`config.mk`:
```
export PLATFORM = sky130hd
export DESIGN_NAME = ts_reader
export DESIGN_NICKNAME = d
export VERILOG_FILES = /design/src/rtl/ts_reader.sv
export SDC_FILE = /design/constraint.sdc
export NUM_CORES = 1
export LEC_CHECK = 0
export ABC_CLOCK_PERIOD_IN_PS = 6000
export BUFFER_PORTS_ARGS = -buffer_cell sky130_fd_sc_hd__buf_4
export CAP_MARGIN = 15
export CORE_MARGIN = 2
export CORE_UTILIZATION = 65
export CTS_BUF_LIST = sky130_fd_sc_hd__clkbuf_4
export CTS_CLUSTER_DIAMETER = 40
export DETAILED_ROUTE_END_ITERATION = 6
export GPL_TIMING_DRIVEN = 0
export PLACE_DENSITY = 0.95
export SETUP_SLACK_MARGIN = 0.05
export SYNTH_ARGS = -nofsm -noshare
export SYNTH_HDL_FRONTEND = slang
export SYNTH_SLANG_ARGS = --single-unit
```
`constraint.sdc`:
```
create_clock -name clk -period 6 [get_ports clk]
set_input_delay 0.6 -clock clk [delete_from_list [all_inputs] [get_ports clk]]
set_output_delay 0.6 -clock clk [all_outputs]
set_load 0.03 [all_outputs]
```
`src/rtl/ts_reader.sv`:
```
// Touch-screen reader: requests the shared SPI bus, then runs one X/Y/Z1 burst
// (three back-to-back 24-SCLK frames, mode 0) per accepted sample request.
module ts_reader #(
  parameter int unsigned CLK_DIV  = 4,
  parameter logic [11:0] Z_THRESH = 12'h100
) (
  input  logic        clk,
  input  logic        rst_n,
  input  logic        sample,
  output logic        busy,
  output logic        valid,
  output logic [11:0] x,
  output logic [11:0] y,
  output logic [11:0] z1,
  output logic        touched,
  output logic        bus_req,
  input  logic        bus_gnt,
  output logic        sclk,
  output logic        mosi,
  input  logic        miso,
  output logic        csn
);

  typedef enum logic [2:0] {
    IDLE     = 3'd0,
    REQ      = 3'd1,
    CS_SETUP = 3'd2,
    SHIFT    = 3'd3,
    CS_HOLD  = 3'd4,
    DONE     = 3'd5
  } state_t;

  localparam logic [7:0] DIV_LAST = 8'(CLK_DIV - 1);

  state_t      state_q, state_d;
  logic [7:0]  div_q, div_d;
  logic        half_q, half_d;
  logic [4:0]  bit_q, bit_d;
  logic [1:0]  frame_q, frame_d;
  logic [10:0] sh_q, sh_d;
  logic [11:0] xs_q, xs_d, ys_q, ys_d, zs_q, zs_d;
  logic [11:0] x_q, x_d, y_q, y_d, z_q, z_d;
  logic        touched_q, touched_d;

  logic        div_last;
  logic        rise;
  logic        in_frame;
  logic [7:0]  cmd;
  logic [11:0] result;

  assign div_last = (div_q == DIV_LAST);
  // First clk cycle of each SCLK high half is the rising-edge sample point.
  assign rise     = (state_q == SHIFT) && half_q && (div_q == '0);
  assign in_frame = (state_q == CS_SETUP) || (state_q == SHIFT) || (state_q == CS_HOLD);
  assign result   = {sh_q, miso};

  always_comb begin
    cmd = 8'hB0;
    case (frame_q)
      2'd0:    cmd = 8'hD0;
      2'd1:    cmd = 8'h90;
      default: cmd = 8'hB0;
    endcase
  end

  always_comb begin
    state_d   = state_q;
    div_d     = div_q;
    half_d    = half_q;
    bit_d     = bit_q;
    frame_d   = frame_q;
    sh_d      = sh_q;
    xs_d      = xs_q;
    ys_d      = ys_q;
    zs_d      = zs_q;
    x_d       = x_q;
    y_d       = y_q;
    z_d       = z_q;
    touched_d = touched_q;

    case (state_q)
      IDLE: begin
        if (sample) state_d = REQ;
      end
      REQ: begin
        if (bus_gnt) begin
          state_d = CS_SETUP;
          div_d   = '0;
        end
      end
      CS_SETUP: begin
        div_d = div_q + 8'd1;
        if (div_last) begin
          state_d = SHIFT;
          div_d   = '0;
          half_d  = 1'b0;
          bit_d   = '0;
          frame_d = '0;
        end
      end
      SHIFT: begin
        div_d = div_q + 8'd1;
        if (div_last) begin
          div_d  = '0;
          half_d = ~half_q;
          if (half_q) begin
            if (bit_q == 5'd23) begin
              bit_d = '0;
              if (frame_q == 2'd2) begin
                frame_d = '0;
                state_d = CS_HOLD;
              end else begin
                frame_d = frame_q + 2'd1;
              end
            end else begin
              bit_d = bit_q + 5'd1;
            end
          end
        end
        // Rising edges 10..21 carry the result; the 12th bit completes it directly.
        if (rise && (bit_q >= 5'd9) && (bit_q <= 5'd20)) begin
          sh_d = result[10:0];
          if (bit_q == 5'd20) begin
            case (frame_q)
              2'd0:    xs_d = result;
              2'd1:    ys_d = result;
              default: zs_d = result;
            endcase
          end
        end
      end
      CS_HOLD: begin
        div_d = div_q + 8'd1;
        if (div_last) begin
          state_d   = DONE;
          div_d     = '0;
          x_d       = xs_q;
          y_d       = ys_q;
          z_d       = zs_q;
          touched_d = (zs_q >= Z_THRESH);
        end
      end
      DONE: begin
        state_d = IDLE;
      end
      default: begin
        state_d = IDLE;
      end
    endcase
  end

  always_ff @(posedge clk or negedge rst_n) begin
    if (!rst_n) begin
      state_q   <= IDLE;
      div_q     <= '0;
      half_q    <= 1'b0;
      bit_q     <= '0;
      frame_q   <= '0;
      sh_q      <= '0;
      xs_q      <= '0;
      ys_q      <= '0;
      zs_q      <= '0;
      x_q       <= '0;
      y_q       <= '0;
      z_q       <= '0;
      touched_q <= 1'b0;
    end else begin
      state_q   <= state_d;
      div_q     <= div_d;
      half_q    <= half_d;
      bit_q     <= bit_d;
      frame_q   <= frame_d;
      sh_q      <= sh_d;
      xs_q      <= xs_d;
      ys_q      <= ys_d;
      zs_q      <= zs_d;
      x_q       <= x_d;
      y_q       <= y_d;
      z_q       <= z_d;
      touched_q <= touched_d;
    end
  end

  assign busy    = (state_q != IDLE);
  assign valid   = (state_q == DONE);
  assign csn     = ~in_frame;
  assign bus_req = (state_q == REQ) || in_frame;
  assign x       = x_q;
  assign y       = y_q;
  assign z1      = z_q;
  assign touched = touched_q;
  // The shared bus lines stay quiet unless the arbiter has granted them.
  assign sclk    = (state_q == SHIFT) && half_q && bus_gnt;
  assign mosi    = (state_q == SHIFT) && (bit_q < 5'd8) && cmd[3'd7 - bit_q[2:0]] && bus_gnt;

endmodule

```
Word-level counts from Yosys, hierarchy flattened

Cells that the tools add are included.

Flip-flop bits (word level): 103
Input port bits: 5

$add $sub $neg: 4
Magnitude comparators: 5
Equality and inequality tests: 18
Muxes and demuxes: 29
Bitwise gates (word level): 3
Reductions and logical operators: 29

Operator list:

| operator              | number |
|---|---|
| $mux W3               | 8 |
| $mux W5               | 4 |
| $mux W8               | 2 |
| $pmux W8 S2           | 1 |
| $reduce_and A4 Y1     | 4 |
| $pmux W3 S5           | 1 |
| $pmux W7 S2           | 1 |
| $ge A12 B9 Y1 const B | 1 |
| $ne A2 B2 Y1 const B  | 6 |
| $eq A5 B5 Y1 const B  | 2 |
| $mux W2               | 5 |
| $pmux W5 S2           | 1 |
| $add A8 B1 Y8 const B | 1 |
| $eq A8 B2 Y1 const B  | 1 |
| $logic_and A1 B1 Y1   | 8 |
| $logic_not A8 Y1      | 1 |
| $reduce_and A8 Y1     | 1 |
| $eq A3 B2 Y1 const B  | 2 |
| $eq A3 B3 Y1 const B  | 2 |
| $reduce_and A2 Y1     | 3 |
| $add A5 B1 Y5 const B | 1 |
| $ge A5 B4 Y1 const B  | 1 |
| $le A5 B5 Y1 const B  | 1 |
| $lt A5 B4 Y1 const B  | 1 |
| 21 further kinds      | 29 |

Longest topological paths before layout

Gate-level depths: netlist of run 1.

Depth in word-level cells: 6
Mapped depth: 6

Least setup slack after synthesis of run 1

Ideal clock, no wire load.

Path type: reg2out
Start point: register state_q[2]
End point: output mosi
Arrival time: 1.640 ns
Required time: 5.400 ns
Setup slack: 3.760 ns
Stages on the path, launching flop included: 5
Buffers on the path: 1
Cell sequence: dfrtp_1 and3b_1 clkbuf_1 nand3_1 a311oi_1

Cells in the longest elaborated chain, start to end: 4

Ends and longest elaborated chain:

| what                              | RTL line | RTL |
|---|---|---|
| start, declared                   | 35       | `state_t state_q, state_d;` |
| start signal, assigned            | 168      | `state_q <= state_d;` |
| $eq A3 B2 Y1                      | 194      | `assign mosi = (state_q == SHIFT) && (bit_q < 5'd8) && cmd[3'd7 - bit_q[2:0]] && bus_gnt;` |
| $logic_and A1 B1 Y1 (3 in series) | 194      |  |
| end, declared                     | 19       | `output logic mosi,` |

No other way between the ends.

Worst setup path in the final report of run 1

Same ends and word-level chain as after synthesis.

==> results.tsv, run 1 <==
metric	value	unit
largest net degree at the start of global routing	77	
Die Area	0.00755	mm²
clock root buffer	clkbuf_4	
GR Util All Layers	24.6	%
Hold WS	0.0278	ns
post-route minimum period	2.53	ns
Setup CP Type	flip-flop to output pin	
worst min-delay path category	input port to asynchronous set/reset pin	
Seq pwr share	54.4	%
CP required	5.40	ns
Fmax	0.396	GHz
CTS H-tree depth	3	
Max transition margin	48.8	%
fillers	398	
Remaining Overflow, GRT	0	
syn_nets	333	
area delta synth->final	13.8	%
final non-filler cell total	467	
die boundary width	86.9	µm
Int Pwr	931	µW
Rows	30	
TNS Setup	0	ns
DP Cell Count	451	
clock tree from TritonCTS	built	
Worst setup SP type	flip-flop	
Comb pwr share	21.2	%
Final Core Density	75.6	%
RSZ-0062 raised after global routing	false	
layout cells sized above 1	41.9	%
Clock Pin Slew Worst Setup and Hold Paths	0.17	ns
drt first pass iters	4	
P_sw	487	µW
Max IR drop VDD	0.155	mV
first-pass GRT wire length	14.0	mm
final net count	392	
EDFF count, synth	0	
Clock Power Share	24.4	%
Worst setup EP type	output pin	
GPL Wtd Cong	0.872	
PwrDens	279	mW/mm²
vias per std cell	6.01	
Post-CTS Repair Setup Buffers	0	
antenna violations before repair	0	
async set or reset register ratio after synthesis	100	%
mapped cell area	0.00446	mm²
I/O pin cnt	48	
Switching Share	34.3	%
n_diodes	0	
worst-margin pin slew	0.769	ns
number of global-route vias before repair	2753	
clk_lat worst skew	0.48	ns
via count	2806	
post-place setup slack	3.61	ns
most used flip-flop cell after synthesis	dfrtp_1	
Die Height	86.9	µm
synth warn	0	
Sink Count	103	
routed len/inst	18.2	µm
CTS resizes	0	
Mapped Cells	323	
PortBufs	47	
DRC viols	0	
max-cap check violation count	0	
Mean Syn Cell Area	13.8	µm²
Final setup viols	0	
Register-to-Register Path Depth	5	
Final Max Tran Viols	0	
register area share after synthesis	57.7	%
Post-DRT Antenna Nets	0	
CTS max path bufs	2	
post-route clock period utilization	42.1	%
Synth cell types	55	
Crit path arrival time	1.93	ns
initial drt markers	156	
post-cts hold buffer count	0	
core footprint	0.00672	mm²
Final HPWL DP	6.09	mm
Final Hold Fails	0	
CTS Buf Count	9	
drt total wl	8.51	mm
Clock Skew	0.0297	ns
status	finished clean	
Initial Util	66.4	%
Leak	0.00259	µW
CP max FO	6	
final worst setup slack	3.47	ns
register bit count reported by yosys	103	
==> worst max-delay path: stages (launching register included) <==
cell	delay, ns
dfrtp_1	0.45
and3b_1	0.21
clkbuf_1	0.24
nand3_1	0.11
a311oi_1	0.23
buf_4	0.21
==> metrics by stage <==
step / power (µW) / cell area, µm²
CTS: 1420 / 5080
detailed placement: 1080 / 4940
floorplan: 991 / 4460
global route: 1490 / 5080
global placement: 1060 / 4920
finish: 1420 / 5080
==> placed cells by master (no fill, tap or decap), drive strengths merged, types with 2 or more instances in the layout <==
master | netlist | final
a211o | 2 | 2
a21o | 2 | 2
a22o | 2 | 2
and3 | 5 | 5
and3b | 2 | 2
buf | 9 | 57
clkbuf | 7 | 16
clkinv | 0 | 4
dfrtp | 103 | 103
ha | 5 | 5
inv | 11 | 14
mux2 | 84 | 84
mux2i | 3 | 3
nand2 | 7 | 7
nand3 | 7 | 7
nand3b | 4 | 4
nand4 | 3 | 3
nor2 | 10 | 10
nor2b | 4 | 4
nor3 | 2 | 2
nor3b | 2 | 2
nor4 | 6 | 6
o21ai | 12 | 12
o22ai | 2 | 2
o31ai | 3 | 3
or3 | 2 | 2
or4 | 2 | 2
==> synth_stat cells, types with 3 or more instances <==
cell type | instances | share of area (%)
dfrtp_1 | 103 | 58
mux2i_1 | 3 | 0.67
nand3b_1 | 4 | 0.67
nor2b_1 | 4 | 0.56
mux2_4 | 5 | 1.7
inv_1 | 11 | 0.92
o21ai_0 | 11 | 1.2
buf_6 | 4 | 1.0
nor4_2 | 3 | 0.84
clkbuf_1 | 7 | 0.59
mux2_2 | 79 | 20
buf_2 | 3 | 0.34
nand2_1 | 7 | 0.59
o31ai_1 | 3 | 0.50
nand3_1 | 7 | 0.78
and3_1 | 5 | 0.70
ha_1 | 5 | 1.4
nor2_1 | 10 | 0.84
==> logic make-up (layout without fill, tap and decap cells) <==
| logic type | after synthesis | count (layout) | synth area share (%) |
|---|---|---|---|
| flip-flops | 103 | 103 | 57.7 |
| AO/OA/AOI/OAI | 37 | 37 | 6.19 |
| adder cells (fa/ha/maj) | 5 | 5 | 1.40 |
| AND/OR/NAND/NOR | 62 | 62 | 8.97 |
| XOR/XNOR | 2 | 2 | 0.392 |
| multiplexers | 87 | 87 | 22.3 |
| buffers and inverters | 27 | 91 | 3.03 |
==> registers in the layout (all words and copies together) (netlist names) <==
name / cells
bit_q: 5
div_q: 8
frame_q: 2
half_q: 1
sh_q: 11
state_q: 3
touched: 1
x: 12
xs_q: 12
y: 12
ys_q: 12
z1: 12
zs_q: 12
==> power by group through the flow <==
stage	clock network [µW]	logic (µW)	registers, µW
floorplan	0	221	770
global placement	0	279	779
detailed placement	0	300	782
CTS	350	301	770
global route	385	333	776
finish	346	301	771
==> final timing paths <==
kind	end	startpoint	slack [ns]
worst min-delay path	frame_q[1]	rst_n	0.03
max in group asynchronous	z1[0]	rst_n	5.29
worst min register to register	x[9]	xs_q[9]	0.53
worst max-delay path	mosi	state_q[2]	3.47
min in group clk	sh_q[0]	miso	0.39
worst max register to register	xs_q[7]	div_q[4]	3.62
==> layer usage <==
layer / part of all wire, % / global-route usage [%] / wire length (µm)
met5: 0 / 0 / 0
met4: 2.2 / 8.38 / 189
met3: 3.5 / 5.97 / 298
met2: 50 / 37.8 / 4230
met1: 45 / 34.9 / 3790
==> area by class of cell <==
class                      instances  area [µm²]  share of cell area, %
sequential                       103        2580                   50.8
clock inverter                     7        66.3                   1.31
multi-input combinational        193        1750                   34.5
tap                               80         100                   1.97
clock buffer                       9        67.6                   1.33
buffer                            16        93.8                   1.85
inverter                          11        41.3                  0.813
timing repair buffer              48         380                   7.49
(Power assumes the default switching activity.)
==> inputs of run 2 (changes only) <==
--- a/config.mk
+++ b/config.mk
@@ -5,16 +5,16 @@
 export SDC_FILE = /design/constraint.sdc
 export NUM_CORES = 1
 export LEC_CHECK = 0
-export ABC_CLOCK_PERIOD_IN_PS = 6000
+export ABC_CLOCK_PERIOD_IN_PS = 2300
 export BUFFER_PORTS_ARGS = -buffer_cell sky130_fd_sc_hd__buf_4
 export CAP_MARGIN = 15
 export CORE_MARGIN = 2
-export CORE_UTILIZATION = 65
+export CORE_UTILIZATION = 55
 export CTS_BUF_LIST = sky130_fd_sc_hd__clkbuf_4
 export CTS_CLUSTER_DIAMETER = 40
 export DETAILED_ROUTE_END_ITERATION = 6
 export GPL_TIMING_DRIVEN = 0
-export PLACE_DENSITY = 0.95
+export PLACE_DENSITY = 0.88
 export SETUP_SLACK_MARGIN = 0.05
 export SYNTH_ARGS = -nofsm -noshare
 export SYNTH_HDL_FRONTEND = slang
==> constraint.sdc (replaced) <==
create_clock -name clk -period 2.3 [get_ports clk]
set_input_delay 0.23 -clock clk [delete_from_list [all_inputs] [get_ports clk]]
set_output_delay 0.23 -clock clk [all_outputs]
set_load 0.03 [all_outputs]
==> run 2 against run 1 <==
Against the previous run:
- clock skew fell by 0.012 ns
- total power rose to 2.6 times the previous value
- global-route usage fell by 3.6 points
- register-to-register slack got worse by 3.5 ns
- non-clock buffer count rose by 2
- largest cell class unchanged
- sequential share of layout area fell by 0.86 points
- design area rose by 1.7%
- highest routed layer unchanged
- via count rose by 0.21%
- critical endpoint is now ys_q[6]
- core utilization fell by 9.4 points
- combinational power rose to 2.8 times the previous value
==> results.tsv, run 2 (synthesized netlist as in run 1, its figures left out) <==
metric	value	unit	change
status	finished clean		unchanged
commonest non-fill, non-tap cells in the layout	103 x dfrtp_1, 79 x mux2_2, 49 x buf_4		was 103 x dfrtp_1, 79 x mux2_2, 47 x buf_4
Post-DRT Antenna Nets	0		unchanged
max-cap check violation count	0		unchanged
post-route minimum period	2.18	ns	
Setup CP Type	flip-flop to flip-flop		was flip-flop to output pin
RSZ-0062 raised after global routing	false		unchanged
vias per std cell	5.74		was 6.01
Clock Skew	0.0177	ns	was 0.0297 ns
Worst setup SP type	flip-flop		unchanged
PwrDens	714	mW/mm²	was 279 mW/mm²
final net count	394		was 392
core footprint	0.00781	mm²	was 0.00672 mm²
CTS max path bufs	2		unchanged
Clock Power Share	22.6	%	was 24.4%
Tot Pwr	3690	µW	was 1420 µW
Final Max Tran Viols	0		unchanged
Register-to-Register Path Depth	6		was 5
clk_lat worst skew	0.44	ns	was 0.48 ns
Top Layer Used	met4		unchanged
DP Cell Count	473		was 451
Worst setup EP type	flip-flop		was output pin
drt total wl	8.58	mm	was 8.51 mm
Crit path arrival time	2.51	ns	was 1.93 ns
number of global-route vias before repair	2831		was 2753
drt first pass iters	5		was 4
initial drt markers	156		unchanged
Rows	32		was 30
Comb pwr share	23.0	%	was 21.2%
largest net degree at the start of global routing	69		was 77
GPL Wtd Cong	0.854		was 0.872
CTS Buf Count	9		unchanged
wire length on met1	3.81	mm	was 3.79 mm
final non-filler cell total	490		was 467
DRC viols	0		unchanged
Hold Crit Depth	2		
Int Pwr	2430	µW	was 931 µW
area delta synth->final	15.7	%	was 13.8%
met2 wire len	4.35	mm	was 4.23 mm
r2r endpoint	ys_q[6]		was xs_q[7]
R2R Path Start	bit_q[4]		was div_q[4]
P_sw	1250	µW	was 487 µW
Final setup viols	0		unchanged
worst-path cell chain	buf_2 -> xor2_1 -> o2111ai_4 -> nor4_4 -> buf_6 -> mux2_2		was and3b_1 -> clkbuf_1 -> nand3_1 -> a311oi_1 -> buf_4
Clock Pin Slew Worst Setup and Hold Paths	0.16	ns	was 0.17 ns
post-route cell area	0.00517	mm²	was 0.00508 mm²
Final Hold Fails	0		unchanged
PortBufs	47		unchanged
Max transition margin	52.8	%	was 48.8%
most common cell after layout, fill and taps aside	dfrtp_1		unchanged
CTS H-tree depth	3		unchanged
Final HPWL DP	6.04	mm	was 6.09 mm
via count	2812		was 2806
Initial Util	57.2	%	was 66.4%
Die Area	0.00885	mm²	was 0.00755 mm²
Remaining Overflow, GRT	0		unchanged
critical path's top delay family	simple AND/OR/NAND/NOR gates		was flip-flops
Fmax	0.459	GHz	
Die Height	94.1	µm	was 86.9 µm
crit-path max cell delay	0.43	ns	was 0.45 ns
worst min-delay path category	input port to flip-flop		was input port to asynchronous set/reset pin
GR Util All Layers	21.0	%	was 24.6%
n_diodes	0		unchanged
CP max FO	10		was 6
antenna violations before repair	0		unchanged
clock tree from TritonCTS	built		unchanged
CP required	2.63	ns	was 5.40 ns
Leak	0.00261	µW	was 0.00259 µW
fillers	564		was 398
Max IR drop VDD	0.356	mV	was 0.155 mV
first-pass GRT wire length	14.2	mm	was 14.0 mm
TNS Setup	0	ns	unchanged
worst-margin pin slew	0.708	ns	was 0.769 ns
Cell Area, Placed	0.00497	mm²	was 0.00494 mm²
die boundary width	94.1	µm	was 86.9 µm
Switching Share	34.0	%	was 34.3%
layout cells sized above 1	43.6	%	was 41.9%
routed len/inst	17.5	µm	was 18.2 µm
Slowest cell on crit path	nor4_4		was dfrtp_1
reg2reg setup slack	0.12	ns	was 3.62 ns
clock root buffer	clkbuf_4		unchanged
post-route clock period utilization	94.8	%	
Seq pwr share	54.5	%	was 54.4%
routed wl met3	283	µm	was 298 µm
I/O pin cnt	48		unchanged
Hold EP	sh_q[0]		
WP buf/inv	2		unchanged
hold wc startpoint	miso		
Sink Count	103		unchanged
## run 2: cell count changes in the layout (fill, tap and decap cells not counted), sizes merged
| cell | delta |
|---|---|
| clkbuf | +1 |
| clkinvlp | +1 |
| inv | -1 |
| dlygate4sd3 | +1 |
| clkinv | -1 |
## run 2: power by group through the flow
stage,logic [µW],clock network [µW],registers [µW]
after floorplan,576,0,2010
after global placement,724,0,2030
after detailed placement,775,0,2040
after CTS,841,855,2010
after global routing,939,927,2030
final,846,833,2010
## run 2: metal layers
layer / vias to the layer above / track usage, %
li1: 1293 / -
met1: 1448 / 28.3
met2: 59 / 35.0
met3: 12 / 3.05
met4: 0 / 7.61
met5: - / 0
## run 2: through the flow
| step | utilization, % | setup WS, ns | hold WS (ns) |
|---|---|---|---|
| 5_1_grt | 66.2 | 0.0416 | 0.0355 |
| 6_report | 66.2 | 0.120 | 0.0546 |
| 3_3_place_gp | 63.3 | 0.0262 | 0.473 |
| 3_5_place_dp | 63.7 | -0.0717 | 0.223 |
| 2_1_floorplan | - | 0.274 | -0.0656 |
| 4_1_cts | 66.0 | 0.0567 | 0.0395 |
## run 2: layout make-up
class	instances	area, µm²	area share, %
well taps	102	128	2.47
clock inverters	6	53.8	1.04
inverters	11	41.3	0.799
flip-flops and latches	103	2580	49.9
clock buffers	9	67.6	1.31
plain buffers	15	92.6	1.79
repair buffers	51	405	7.85
multi-input cells	193	1800	34.9
## run 2: how the worst max path moves through the flow
stage / start / endpoint / slack (ns) / cells past startpoint
2_1_floorplan: div_q[4] / xs_q[10] / 0.27 / 5
3_3_place_gp: div_q[4] / xs_q[4] / 0.03 / 5
3_5_place_dp: div_q[4] / ys_q[2] / -0.07 / 5
4_1_cts: div_q[0] / y[10] / 0.06 / 5
5_1_grt: div_q[5] / frame_q[1] / 0.04 / 5
6_report: bit_q[4] / ys_q[6] / 0.12 / 6
## run 2: what timing repair did
| action | 4_1_cts | 5_1_grt |
|---|---|---|
| gates cloned | 0 | 0 |
| gates resized for setup | 4 | 5 |
| endpoints found under the hold margin | 35 | 0 |
| pin swaps | 1 | 4 |
| hold buffers | 1 | 0 |
| buffers inserted | 2 | 0 |
| endpoints found under the setup margin | 33 | 55 |
==> inputs of run 3 (changes only) <==
--- a/config.mk
+++ b/config.mk
@@ -13,7 +13,7 @@
 export CTS_BUF_LIST = sky130_fd_sc_hd__clkbuf_4
 export CTS_CLUSTER_DIAMETER = 40
 export DETAILED_ROUTE_END_ITERATION = 6
-export GPL_TIMING_DRIVEN = 0
+export MAX_ROUTING_LAYER = met4
 export PLACE_DENSITY = 0.88
 export SETUP_SLACK_MARGIN = 0.05
 export SYNTH_ARGS = -nofsm -noshare
==> run 3 against run 2 <==
Against the previous run:
- via count shrank 0.36%
- worst hold slack worse by 0.025 ns
- combinational power increased by 4.6%
- die area unchanged
- critical path depth decreased by 1
- total power rose by 2.5%
- setup slack worse by 0.072 ns
- critical path type is now flip-flop to output pin
- non-clock buffer count decreased by 2
- cell count fell by 0.20%
- clock power rose by 5.9%
- global-route usage grew 0.19 points
- clock skew shrank 0.0021 ns
==> results.tsv, run 3 (synthesized netlist as in run 1, its figures left out) <==
metric	value	unit	change
status	finished clean		unchanged
Leak	0.00262	µW	was 0.00261 µW
initial drt markers	151		was 156
Max IR drop VDD	0.319	mV	was 0.356 mV
antenna violations before repair	0		unchanged
crit-path max cell delay	0.41	ns	was 0.43 ns
CP required	2.07	ns	was 2.63 ns
RSZ-0062 raised after global routing	true		was false
I/O pin cnt	48		unchanged
routed len/inst	17.1	µm	was 17.5 µm
clock root buffer	clkbuf_4		unchanged
GR Util All Layers	21.2	%	was 21.0%
most common cell after layout, fill and taps aside	dfrtp_1		unchanged
drt first pass iters	4		was 5
WP buf/inv	2		unchanged
Register Area	0.00258	mm²	unchanged
fillers	545		was 564
Slowest cell on crit path	dfrtp_1		was nor4_4
worst min-delay path category	input port to flip-flop		unchanged
CTS Buf Count	9		unchanged
post-route clock period utilization	97.9	%	was 94.8%
worst-path cell chain	and3b_1 -> buf_4 -> nand3_1 -> a311oi_1 -> buf_4		was buf_2 -> xor2_1 -> o2111ai_4 -> nor4_4 -> buf_6 -> mux2_2
layout cells sized above 1	44.7	%	was 43.6%
largest net degree at the start of global routing	63		was 69
TNS Setup	0	ns	unchanged
via count	2802		was 2812
CTS max path bufs	2		unchanged
number of global-route vias before repair	2900		was 2831
Rows	32		unchanged
Remaining Overflow, GRT	0		unchanged
Max transition margin	53.5	%	was 52.8%
Sink Count	103		unchanged
area of the multi-input gates	0.00177	mm²	was 0.00180 mm²
area delta synth->final	15.6	%	was 15.7%
core footprint	0.00781	mm²	unchanged
die boundary width	94.1	µm	unchanged
Die Height	94.1	µm	unchanged
Final setup viols	0		unchanged
Crit path arrival time	2.02	ns	was 2.51 ns
CP max FO	5		was 10
PortBufs	47		unchanged
Fmax	0.444	GHz	was 0.459 GHz
PwrDens	732	mW/mm²	was 714 mW/mm²
Post-CTS Repair Setup Buffers	0		was 2
max-cap check violation count	0		unchanged
Post-DRT Antenna Nets	0		unchanged
reg2reg setup slack	0.16	ns	was 0.12 ns
critical path's top delay family	buffers and inverters		was simple AND/OR/NAND/NOR gates
GPL Wtd Cong	0.879		was 0.854
drt total wl	8.34	mm	was 8.58 mm
commonest non-fill, non-tap cells in the layout	103 x dfrtp_1, 79 x mux2_2, 61 x buf_4		was 103 x dfrtp_1, 79 x mux2_2, 49 x buf_4
Final Core Density	66.1	%	was 66.2%
clock tree from TritonCTS	built		unchanged
Worst setup SP type	flip-flop		unchanged
DRC viols	0		unchanged
vias per std cell	5.73		was 5.74
Final Hold Fails	0		unchanged
clk_lat worst skew	0.47	ns	was 0.44 ns
Die Area	0.00885	mm²	unchanged
Hold WS	0.0300	ns	was 0.0546 ns
Setup CP Type	flip-flop to output pin		was flip-flop to flip-flop
n_diodes	0		unchanged
most frequent CP cell	buf_4		
CTS H-tree depth	3		unchanged
final net count	392		was 394
Worst setup EP type	output pin		was flip-flop
Initial Util	57.2	%	unchanged
worst-margin pin slew	0.696	ns	was 0.708 ns
Final Max Tran Viols	0		unchanged
first-pass GRT wire length	14.1	mm	was 14.2 mm
Clock Skew	0.0155	ns	was 0.0177 ns
Final HPWL DP	5.62	mm	was 6.04 mm
post-route minimum period	2.25	ns	was 2.18 ns
Clock Pin Slew Worst Setup and Hold Paths	0.16	ns	about the same
run 3: cell count changes in the layout (fill, tap and decap cells not counted), moves of 3 or more:
| cell | delta |
|---|---|
| buf_2 | -3 |
| clkbuf_1 | -6 |
| buf_4 | +12 |
| buf_6 | -4 |
run 3: routing by layer:
| metal | track usage, % | wire length (µm) |
|---|---|---|
| met1 | 27.4 | 3740 |
| met2 | 33.8 | 4170 |
| met3 | 4.01 | 293 |
| met4 | 7.85 | 136 |
| met5 | - | 0 |
run 3: through the flow:
step | instance area, µm² | setup WS, ns | std cells | total power [µW]
3_5_place_dp | 5000 | 0.122 | 472 | 2900
4_1_cts | 5150 | 0.112 | 489 | 3780
5_1_grt | 5160 | 0.0536 | 489 | 3980
3_3_place_gp | 5000 | 0.234 | 472 | 2860
2_1_floorplan | 4460 | 0.274 | 323 | 2590
6_report | 5160 | 0.0485 | 489 | 3780
run 3: final timing paths:
path,from,end,cells after the start
worst min register to register,xs_q[0],x[0],1
worst min-delay path,miso,sh_q[0],2
min in group asynchronous,rst_n,xs_q[1],2
worst max-delay path,state_q[2],mosi,5
worst max register to register,bit_q[1],xs_q[8],6
max in group asynchronous,rst_n,z1[3],3
run 3: power breakdown:
group	total [µW]	switching (µW)	internal, µW	leakage [µW]
clock	882	635	247	0.0000732
combinational	885	532	353	0.00113
sequential	2010	115	1900	0.00142
run 3: repair_timing:
item                                    4_1_cts  5_1_grt
hold endpoints to repair                     41        0
hold buffers                                  1        0
endpoints found under the setup margin        0       14
gates resized for setup                       0        3
run 3: cell type report:
| class | count | area share (%) |
|---|---|---|
| multi-input cells | 193 | 34.4 |
| well taps | 102 | 2.47 |
| clock inverters | 7 | 1.28 |
| inverters | 11 | 0.800 |
| clock buffers | 9 | 1.31 |
| flip-flops and latches | 103 | 49.9 |
| repair buffers | 64 | 9.84 |
run 3: worst register-to-register path: cells and delay by family, from the launching register on:
family,cells,cell delay (ns)
compound gates,1,0.22
buf+inv,2,0.38
flops,1,0.48
simple gates,2,0.65
mux,1,0.32
